**src/rtl/nco_cordic_wavegen.sv**
```systemverilog
// Quadrature waveform generator: phase accumulator driving an iterative
// rotation-mode CORDIC, plus sawtooth, square and triangle shapes.
`timescale 1ns/1ps

// state  | meaning
// IDLE   | waiting for enable, outputs hold
// LOAD   | sample theta, step accumulator, quadrant fold
// ITER   | one CORDIC micro-rotation per cycle
// DONE   | register outputs, strobe out_valid
module nco_cordic_wavegen #(
    parameter int PHASE_WIDTH = 32,
    parameter int WAVE_WIDTH  = 16,
    parameter int ITERATIONS  = 14
) (
    input  logic                   clk,
    input  logic                   rst_in,
    input  logic                   enable,
    input  logic [PHASE_WIDTH-1:0] freq_in,
    input  logic [PHASE_WIDTH-1:0] phase_off,
    input  logic [1:0]             mode,
    output logic [WAVE_WIDTH-1:0]  wave_outsen,
    output logic [WAVE_WIDTH-1:0]  wave_outcos,
    output logic                   out_valid,
    output logic                   busy
);

    localparam int PW   = PHASE_WIDTH;
    localparam int WW   = WAVE_WIDTH;
    localparam int DW   = WAVE_WIDTH + 2;
    localparam int IW   = $clog2(ITERATIONS + 1);
    localparam int MAXV = 2**(WW-1) - 1;
    localparam longint K_INT = (longint'(607253) * MAXV + 500000) / 1000000;

    // x/y carry one fractional bit; the second extra bit is growth headroom.
    localparam logic signed [DW-1:0] K_FIX   = DW'(2 * K_INT);
    localparam logic signed [DW-1:0] ONE_S   = 1;
    localparam logic signed [DW-1:0] MAX_S   = DW'(MAXV);
    localparam logic [PW-1:0]        QUARTER = {2'b01, {(PW-2){1'b0}}};
    localparam logic [WW-1:0]        MID     = {1'b1, {(WW-1){1'b0}}};
    localparam logic [WW-1:0]        POS_MAX = {1'b0, {(WW-1){1'b1}}};
    localparam logic [WW-1:0]        NEG_MAX = {1'b1, {(WW-2){1'b0}}, 1'b1};

    typedef enum logic [1:0] {S_IDLE, S_LOAD, S_ITER, S_DONE} state_t;

    state_t               state, state_nxt;
    logic [PW-1:0]        phase_acc;
    logic [WW:0]          theta_hi;
    logic [1:0]           mode_q;
    logic signed [DW-1:0] x, y, x_ld, y_ld, x_rot, y_rot, x_sh, y_sh;
    logic [PW-1:0]        z, z_ld, z_rot, atan_val, theta_nxt;
    logic [IW-1:0]        iter_idx;
    logic [WW-1:0]        sin_sel, cos_sel, tri_u;

    // atan(2^-i) as a fraction of a full turn, 32-bit scale, rescaled to PW.
    function automatic logic [PW-1:0] atan_lut(input int i);
        logic [31:0] v32;
        case (i)
            0:  v32 = 32'h2000_0000;
            1:  v32 = 32'h12E4_051E;
            2:  v32 = 32'h09FB_385B;
            3:  v32 = 32'h0511_11D4;
            4:  v32 = 32'h028B_0D43;
            5:  v32 = 32'h0145_D7E1;
            6:  v32 = 32'h00A2_F61E;
            7:  v32 = 32'h0051_7C55;
            8:  v32 = 32'h0028_BE53;
            9:  v32 = 32'h0014_5F2F;
            10: v32 = 32'h000A_2F98;
            11: v32 = 32'h0005_17CC;
            12: v32 = 32'h0002_8BE6;
            13: v32 = 32'h0001_45F3;
            14: v32 = 32'h0000_A2FA;
            15: v32 = 32'h0000_517D;
            default: v32 = 32'(64'd683565276 >> i);
        endcase
        return PW'({v32, 32'b0} >> (64 - PW));
    endfunction

    function automatic logic [WW-1:0] sat_round(input logic signed [DW-1:0] v);
        logic signed [DW-1:0] r;
        r = v + ONE_S;
        r = r >>> 1;
        if (r > MAX_S)
            return POS_MAX;
        else if (r < -MAX_S)
            return NEG_MAX;
        else
            return r[WW-1:0];
    endfunction

    assign busy      = (state != S_IDLE);
    assign theta_nxt = phase_acc + phase_off;
    assign x_sh      = x >>> iter_idx;
    assign y_sh      = y >>> iter_idx;
    assign atan_val  = atan_lut(int'(iter_idx));
    assign tri_u     = theta_hi[WW-1:0];

    always_comb begin
        state_nxt = state;
        case (state)
            S_IDLE:  if (enable) state_nxt = S_LOAD;
            S_LOAD:  state_nxt = S_ITER;
            S_ITER:  if (iter_idx == IW'(ITERATIONS - 1)) state_nxt = S_DONE;
            S_DONE:  state_nxt = enable ? S_LOAD : S_IDLE;
            default: state_nxt = S_IDLE;
        endcase
    end

    always_comb begin
        z_ld = theta_nxt;
        x_ld = K_FIX;
        y_ld = '0;
        case (theta_nxt[PW-1:PW-2])
            2'b01: begin z_ld = theta_nxt - QUARTER; x_ld = '0; y_ld = K_FIX;  end
            2'b10: begin z_ld = theta_nxt + QUARTER; x_ld = '0; y_ld = -K_FIX; end
            default: ;
        endcase
    end

    always_comb begin
        x_rot = x - y_sh;
        y_rot = y + x_sh;
        z_rot = z - atan_val;
        if (z[PW-1]) begin
            x_rot = x + y_sh;
            y_rot = y - x_sh;
            z_rot = z + atan_val;
        end
    end

    always_comb begin
        sin_sel = '0;
        cos_sel = '0;
        case (mode_q)
            2'b00: begin sin_sel = sat_round(y); cos_sel = sat_round(x); end
            2'b01: sin_sel = theta_hi[WW -: WW] ^ MID;
            2'b10: sin_sel = theta_hi[WW] ? NEG_MAX : POS_MAX;
            default: sin_sel = (theta_hi[WW] ? ~tri_u : tri_u) - MID;
        endcase
    end

    always_ff @(posedge clk or negedge rst_in) begin
        if (!rst_in) begin
            state       <= S_IDLE;
            phase_acc   <= '0;
            theta_hi    <= '0;
            mode_q      <= '0;
            x           <= '0;
            y           <= '0;
            z           <= '0;
            iter_idx    <= '0;
            wave_outsen <= '0;
            wave_outcos <= '0;
            out_valid   <= 1'b0;
        end else begin
            state     <= state_nxt;
            out_valid <= 1'b0;
            case (state)
                S_LOAD: begin
                    theta_hi  <= theta_nxt[PW-1 -: WW+1];
                    phase_acc <= phase_acc + freq_in;
                    mode_q    <= mode;
                    x         <= x_ld;
                    y         <= y_ld;
                    z         <= z_ld;
                    iter_idx  <= '0;
                end
                S_ITER: begin
                    x        <= x_rot;
                    y        <= y_rot;
                    z        <= z_rot;
                    iter_idx <= iter_idx + IW'(1);
                end
                S_DONE: begin
                    wave_outsen <= sin_sel;
                    wave_outcos <= cos_sel;
                    out_valid   <= 1'b1;
                end
                default: ;
            endcase
        end
    end

endmodule

```
**config.mk**
```make
export PLATFORM = sky130hd
export DESIGN_NAME = nco_cordic_wavegen
export DESIGN_NICKNAME = d
export VERILOG_FILES = /design/src/rtl/nco_cordic_wavegen.sv
export SDC_FILE = /design/constraint.sdc
export NUM_CORES = 1
export LEC_CHECK = 0
export ABC_CLOCK_PERIOD_IN_PS = 5300
export CAP_MARGIN = 20
export CORE_ASPECT_RATIO = 1.1
export CORE_MARGIN = 1
export CORE_UTILIZATION = 50
export DETAILED_ROUTE_END_ITERATION = 6
export PLACE_DENSITY = 0.68
export SLEW_MARGIN = 20
export SYNTH_ARGS = -nofsm -noshare
export SYNTH_HDL_FRONTEND = slang
export SYNTH_SLANG_ARGS = --single-unit
```
**constraint.sdc**
```tcl
create_clock -name clk -period 5.3 [get_ports clk]
set_input_delay 1.06 -clock clk [delete_from_list [all_inputs] [get_ports clk]]
set_output_delay 1.06 -clock clk [all_outputs]
set_load 0.1 [all_outputs]
```
# Word-level counts from Yosys, hierarchy flattened
# Memories as Yosys holds them, arrays and structs flattened.
# Index checks and enable logic that the tools add are counted.
# totals
ff_bits	158
output_inout_bits	34
input_bits	69
wordCells	73
memories	1
romBits	480
# memory_table
name	words	width	rd	rd_ports_with_merged_regs	wr	line_no	rtl
(name not given)	16	30	1	0	0	57	case (i)
# op_classes
bitwise_logic	2
magnitude_cmp	4
addsub	14
eq_ne	10
mux	23
shift	2
n_reduce_logical	6
# ops
op	count
2-to-1 mux 16 bit	8
case mux 32 bit (2 select lines)	2
case mux 18 bit (2 select lines)	3
adder 32 bit	3
case mux 16 bit (3 select lines)	1
adder 18 bit	2
adder 18 x 2 -> 18 bit, second input constant	2
2-to-1 mux 18 bit	2
>>> shifter 18 x 4 -> 18 bit	2
subtractor 18 bit	2
> comparator 17 x 16 -> 1 bit, second input constant	2
less-than comparator 17 x 16 -> 1 bit, second input constant	2
adder 32 x 31 -> 32 bit, second input constant	1
2-to-1 mux 32 bit	1
subtractor 32 x 31 -> 32 bit, second input constant	1
subtractor 32 bit	1
NOT 16 bit	1
subtractor 16 bit, second input constant	1
== test 2 bit, second input constant	4
case mux 2 bit (4 select lines)	1
case mux 4 bit (2 select lines)	1
== test 2 x 1 -> 1 bit, second input constant	3
adder 4 x 1 -> 4 bit, second input constant	1
== test 4 bit, second input constant	1
other kinds (8)	13

# Longest topological paths before layout
# logic_depth
word_depth	5
mapped_depth	23
mapped_depth_nobuf	21

# Worst setup path after synthesis
# OpenSTA, ideal clock, no wires.
# synth_path
kind	flip-flop to flip-flop
startpoint	register iter_idx[1]
endpoint	register z[29]
t_required_ns	5.218
setup_time_ns	0.082
n_path_buf	1
path_stages_with_launch	22
arrival_time_ns	5.104
synth_period_minus_slack_ns	5.186
setup_slack_ns	0.114
path_cell_list	dfrtp_1 > buf_6 > inv_2 > ha_1 > a21oi_1 > o21ai_1 > and2_1 > and3_1 > nand2_1 > nor4b_1 > a21oi_1 > xor2_1 > ha_1 > and3_1 > and2_1 > nand2_1 > a21oi_1 > a311o_1 > a21o_1 > a41oi_1 > mux2_2 > a31oi_1
# synth_via
elab_chain_cells	4
elab_cells_between_ends	5
classes_between	add/sub (2); mux (2); memory (1)
# synth_lines
item	line_no	rtl
from (decl)	51	logic [IW-1:0] iter_idx;
from (signal assigned)	172	iter_idx <= iter_idx + IW'(1);
memory read (16 x 30 bit) *	-	
subtractor 32 bit or adder 32 bit (tied branches)	123, 127	
2-to-1 mux 32 bit *	124	if (z[PW-1]) begin
case mux 32 bit (2 select lines) *	158	case (state)
to (signal assigned)	165	z <= z_ld;
to (signal assigned)	171	z <= z_rot;
to (decl)	50	logic [PW-1:0] z, z_ld, z_rot, atan_val, theta_nxt;
# Every way passes the cells marked *; elsewhere a longest branch is shown, timed or not.
# A chain may end at the register's enable or synchronous reset.

# Worst setup path after layout
# layout_path
startpoint	register iter_idx[3]
endpoint	register x[16]
# layout_via
elab_chain_cells	4
elab_cells_between_ends	5
classes_between	add/sub (2); shift (1); mux (2)
# layout_lines
item	line_no	rtl
>>> shifter 18 x 4 -> 18 bit *	94	assign y_sh = y >>> iter_idx;
subtractor 18 bit or adder 18 bit (tied branches)	121, 125	
2-to-1 mux 18 bit *	124	
case mux 18 bit (2 select lines) *	158	
to (signal assigned)	163	x <= x_ld;
to (signal assigned)	169	x <= x_rot;
to (decl)	49	logic signed [DW-1:0] x, y, x_ld, y_ld, x_rot, y_rot, x_sh, y_sh;
# Marked as above.

==> summary.md <==
| Metric | Value |
|---|---|
| Routed WL per cell | `18.9 um` |
| Area Overhead vs Synth | `12.1%` |
| Max_slew headroom | `33.2%` |
| Yosys warns | `0` |
| Most common cell after layout, fill and taps aside | `a21oi_1` |
| Clk sinks | `158` |
| Syn nets | `2399` |
| M3 GR Usage | `3.70%` |
| CP endpoint kind | `flop` |
| Critical path class | `flop to flop` |
| CP max stage cell | `dfrtp_4` |
| Synth Area in Adders | `11.6%` |
| Asr flop ratio synth | `100%` |
| R2r startpoint | `iter_idx[3]` |
| Num ports | `103` |
| Worst skew pair latency | `0.47 ns` |
| Commonest cells after routing, fill and taps aside | `a21oi_1, nor2_1, dfrtp_1, nand2_1, ha_1` |
| Slew Limit Fails | `0` |
| Final setup fails | `0` |
| Setup_tns | `0 ns` |
| Seq cells post-synth | `158` |
| WP buf/inv | `3` |
| Initial antenna violation count | `0` |
| Critical Path AT | `5.30 ns` |
| Fin util | `57.4%` |
| Worst flop-to-flop path endpoint | `x[16]` |
| Layout cells sized above 1 | `9.75%` |
| Post-synthesis compound-gate area fraction | `24.2%` |
| Die Y | `199 um` |
| Start point of the critical path | `iter_idx[3]` |
| Critical Path RT | `5.66 ns` |
| Fin crit period | `4.94 ns` |
| CP dominant cell by count | `o21ai_0` |
| Via density | `6.20` |
| Status | `complete, no violations` |
| CP top delay family | `compound AO/OA/AOI/OAI gates` |
| Synthesized area | `0.0176 mm^2` |
| Clock-pin slew on the worst setup and hold paths | `0.08 ns` |
| Mux share of post-synthesis cell area | `9.47%` |
| Drc violations | `0` |
| GRT Overall Usage | `28.5%` |
| CP max stage delay | `0.59 ns` |
| Post-Route WL | `50400 um` |
| Vias in the first global route | `16200` |
| Yosys cell types | `90` |
| Worst hold path class | `flop to flop` |
| Syn Inst Count | `2170` |
| Total vias in the final route | `16600` |
| DR iter-0 viols | `1165` |
| Die width | `181 um` |
| Reg2reg path depth | `19` |
| N_diodes | `0` |
| Crit-path cells | `buf_4 > mux2i_1 > mux4_2 > nand2_1 > o21ai_1 > ha_1 > inv_1 > o21ai_0 > inv_1 > fa_1 > nor2b_1 > o21ai_0 > a21boi_0 > o21ai_0 > a211oi_1 > nor3_1 > nor3_1 > nor4_1 > o32ai_1` |
| Type of origin of the critical path | `flop` |
| CTS buffer count | `17` |
| Least-Margin Pin Slew | `0.999 ns` |
| Nets@finish | `2451` |
| Largest family of logic cells by synthesized area | `compound AO/OA/AOI/OAI gates` |
| Hpwl dp | `38300 um` |
| Root Buffer | `clkbuf_16` |
| Fin. Hold Viols | `0` |
| Sequential element share of the synthesized area | `22.4%` |
| Port bufs | `102` |
| Max Clk Rate | `202 MHz` |
| R2r setup slk | `0.36 ns` |
| Prevailing post-synth register cell | `dfrtp_1` |
| Fin crit share | `93.3%` |
| H-tree Lvls | `4` |
| CTS tree | `done` |
| Total gr overflow | `0` |
| Met1 Use GR | `34.5%` |
| Final ANT Viol Nets | `0` |
| Simple-gate area share of the yosys netlist | `17.3%` |
| Worst-path maximum fanout | `25` |
| TritonRoute pass-1 iters | `6` |
| Stages on the worst setup path | `19` |
| Mean Syn Cell Area | `8.13 um^2` |
| Row count | `71` |
| Core Region | `0.0345 mm^2` |
| Die area | `0.0360 mm^2` |
| First-pass GRT wire length | `82100 um` |
| XOR/XNOR share of the synthesized area | `9.78%` |
| Setup Skew | `0.0159 ns` |
| Maxcap violations | `0` |
| Largest net degree at the start of global routing | `86` |
| GR peak layer | `met2` |
| GR Layer Usage met2 | `50.4%` |
| Final Wtd Congestion | `0.946` |
| RSZ-0062 raised after global routing | `false` |
| Post-synth EDFFs | `0` |
| CTS Buffer Depth | `2` |
| Starting Density | `51.2%` |
| Critical path destination | `x[16]` |
cell families (layout without fill, tap and decap cells):
family	after synthesis	after routing
xor gates and xnor gates	197	197
adders and majority gates	161	161
AOI/OAI and AO/OA	665	665
buffers and inverters	220	285
and+or+nand+nor	651	651
muxes	118	118
DFF	158	158
per-layer routing:
metal | vias to the layer above | share of wire, %
met3 | 131 | 5.0
met5 | - | 0
met4 | 0 | 4.0
met2 | 554 | 48
met1 | 7865 | 43
li1 | 8015 | -
per-stage QoR:
step                worst slack, ns  cell area, um^2  hold WS, ns  cells
floorplan                     0.114            17600        0.460   2170
global placement              0.182            19100        0.474   2639
detailed placement           0.0192            19100        0.485   2639
CTS                          0.0208            19700        0.499   2671
global route                 0.0127            19800        0.542   2673
finish                        0.355            19800        0.495   2673
cell usage after synthesis, types with 16 or more instances:
library cell	number	area, um^2
a21oi_1	216	1080
nor2_1	214	803
dfrtp_1	158	3950
ha_1	155	1940
nand2_1	152	571
xnor2_1	120	1050
o21ai_0	105	526
clkbuf_1	89	334
inv_1	86	323
xor2_1	77	674
nand3_1	66	330
a21o_1	62	465
nor3_1	52	260
a31oi_1	46	288
mux2_2	46	518
nor2b_1	40	250
mux2i_1	36	360
mux4_2	34	766
o22ai_1	32	200
a211oi_1	26	195
o21a_1	23	173
nand2b_1	20	125
or3_1	20	125
and2_1	17	106
and3_1	17	106
o31ai_1	16	120
state kept, by name, indices dropped and copies added (netlist names), 4 cells and up:
signal / flops
wave_outsen: 16
wave_outcos: 16
theta_hi: 17
z: 32
iter_idx: 4
y: 18
x: 18
phase_acc: 32
repair_timing:
| action | in CTS | in global routing |
|---|---|---|
| buffers inserted | 0 | 2 |
| endpoints found under the setup margin | 0 | 12 |
| hold buffers | 0 | 0 |
| gates resized for setup | 0 | 15 |
worst min path at each step:
| stage | start | end | slack [ns] | depth (start not counted) |
|---|---|---|---|---|
| 4_1_cts | phase_acc[31] | phase_acc[31] | 0.50 | 1 |
| 3_5_place_dp | z[22] | z[22] | 0.48 | 1 |
| 5_1_grt | z[22] | z[22] | 0.54 | 1 |
| 3_3_place_gp | z[22] | z[22] | 0.47 | 1 |
| 6_report | phase_acc[31] | phase_acc[31] | 0.49 | 1 |
| 2_1_floorplan | z[22] | z[22] | 0.46 | 1 |
layout make-up:
type                            instances  area, um^2
Timing Repair Buffer                  161        1490
Multi-Input combinational cell       1792       12800
Sequential cell                       158        3960
Tap cell                              438         548
Inverter                               92         348
Fill cell                            3125       14700
Clock inverter                         14         173
Clock buffer                           18         439
worst register-to-register path, stage by stage (launching register included):
cell	delay (ns)
dfrtp_4	0.59
buf_4	0.29
mux2i_1	0.13
mux4_2	0.53
nand2_1	0.09
o21ai_1	0.11
ha_1	0.30
inv_1	0.03
o21ai_0	0.32
inv_1	0.11
fa_1	0.45
nor2b_1	0.13
o21ai_0	0.10
a21boi_0	0.27
o21ai_0	0.18
a211oi_1	0.38
nor3_1	0.15
nor3_1	0.32
nor4_1	0.09
o32ai_1	0.25
Power is not shown: default switching activity piles up to over one toggle a cycle in this logic, so the estimate is an artifact.
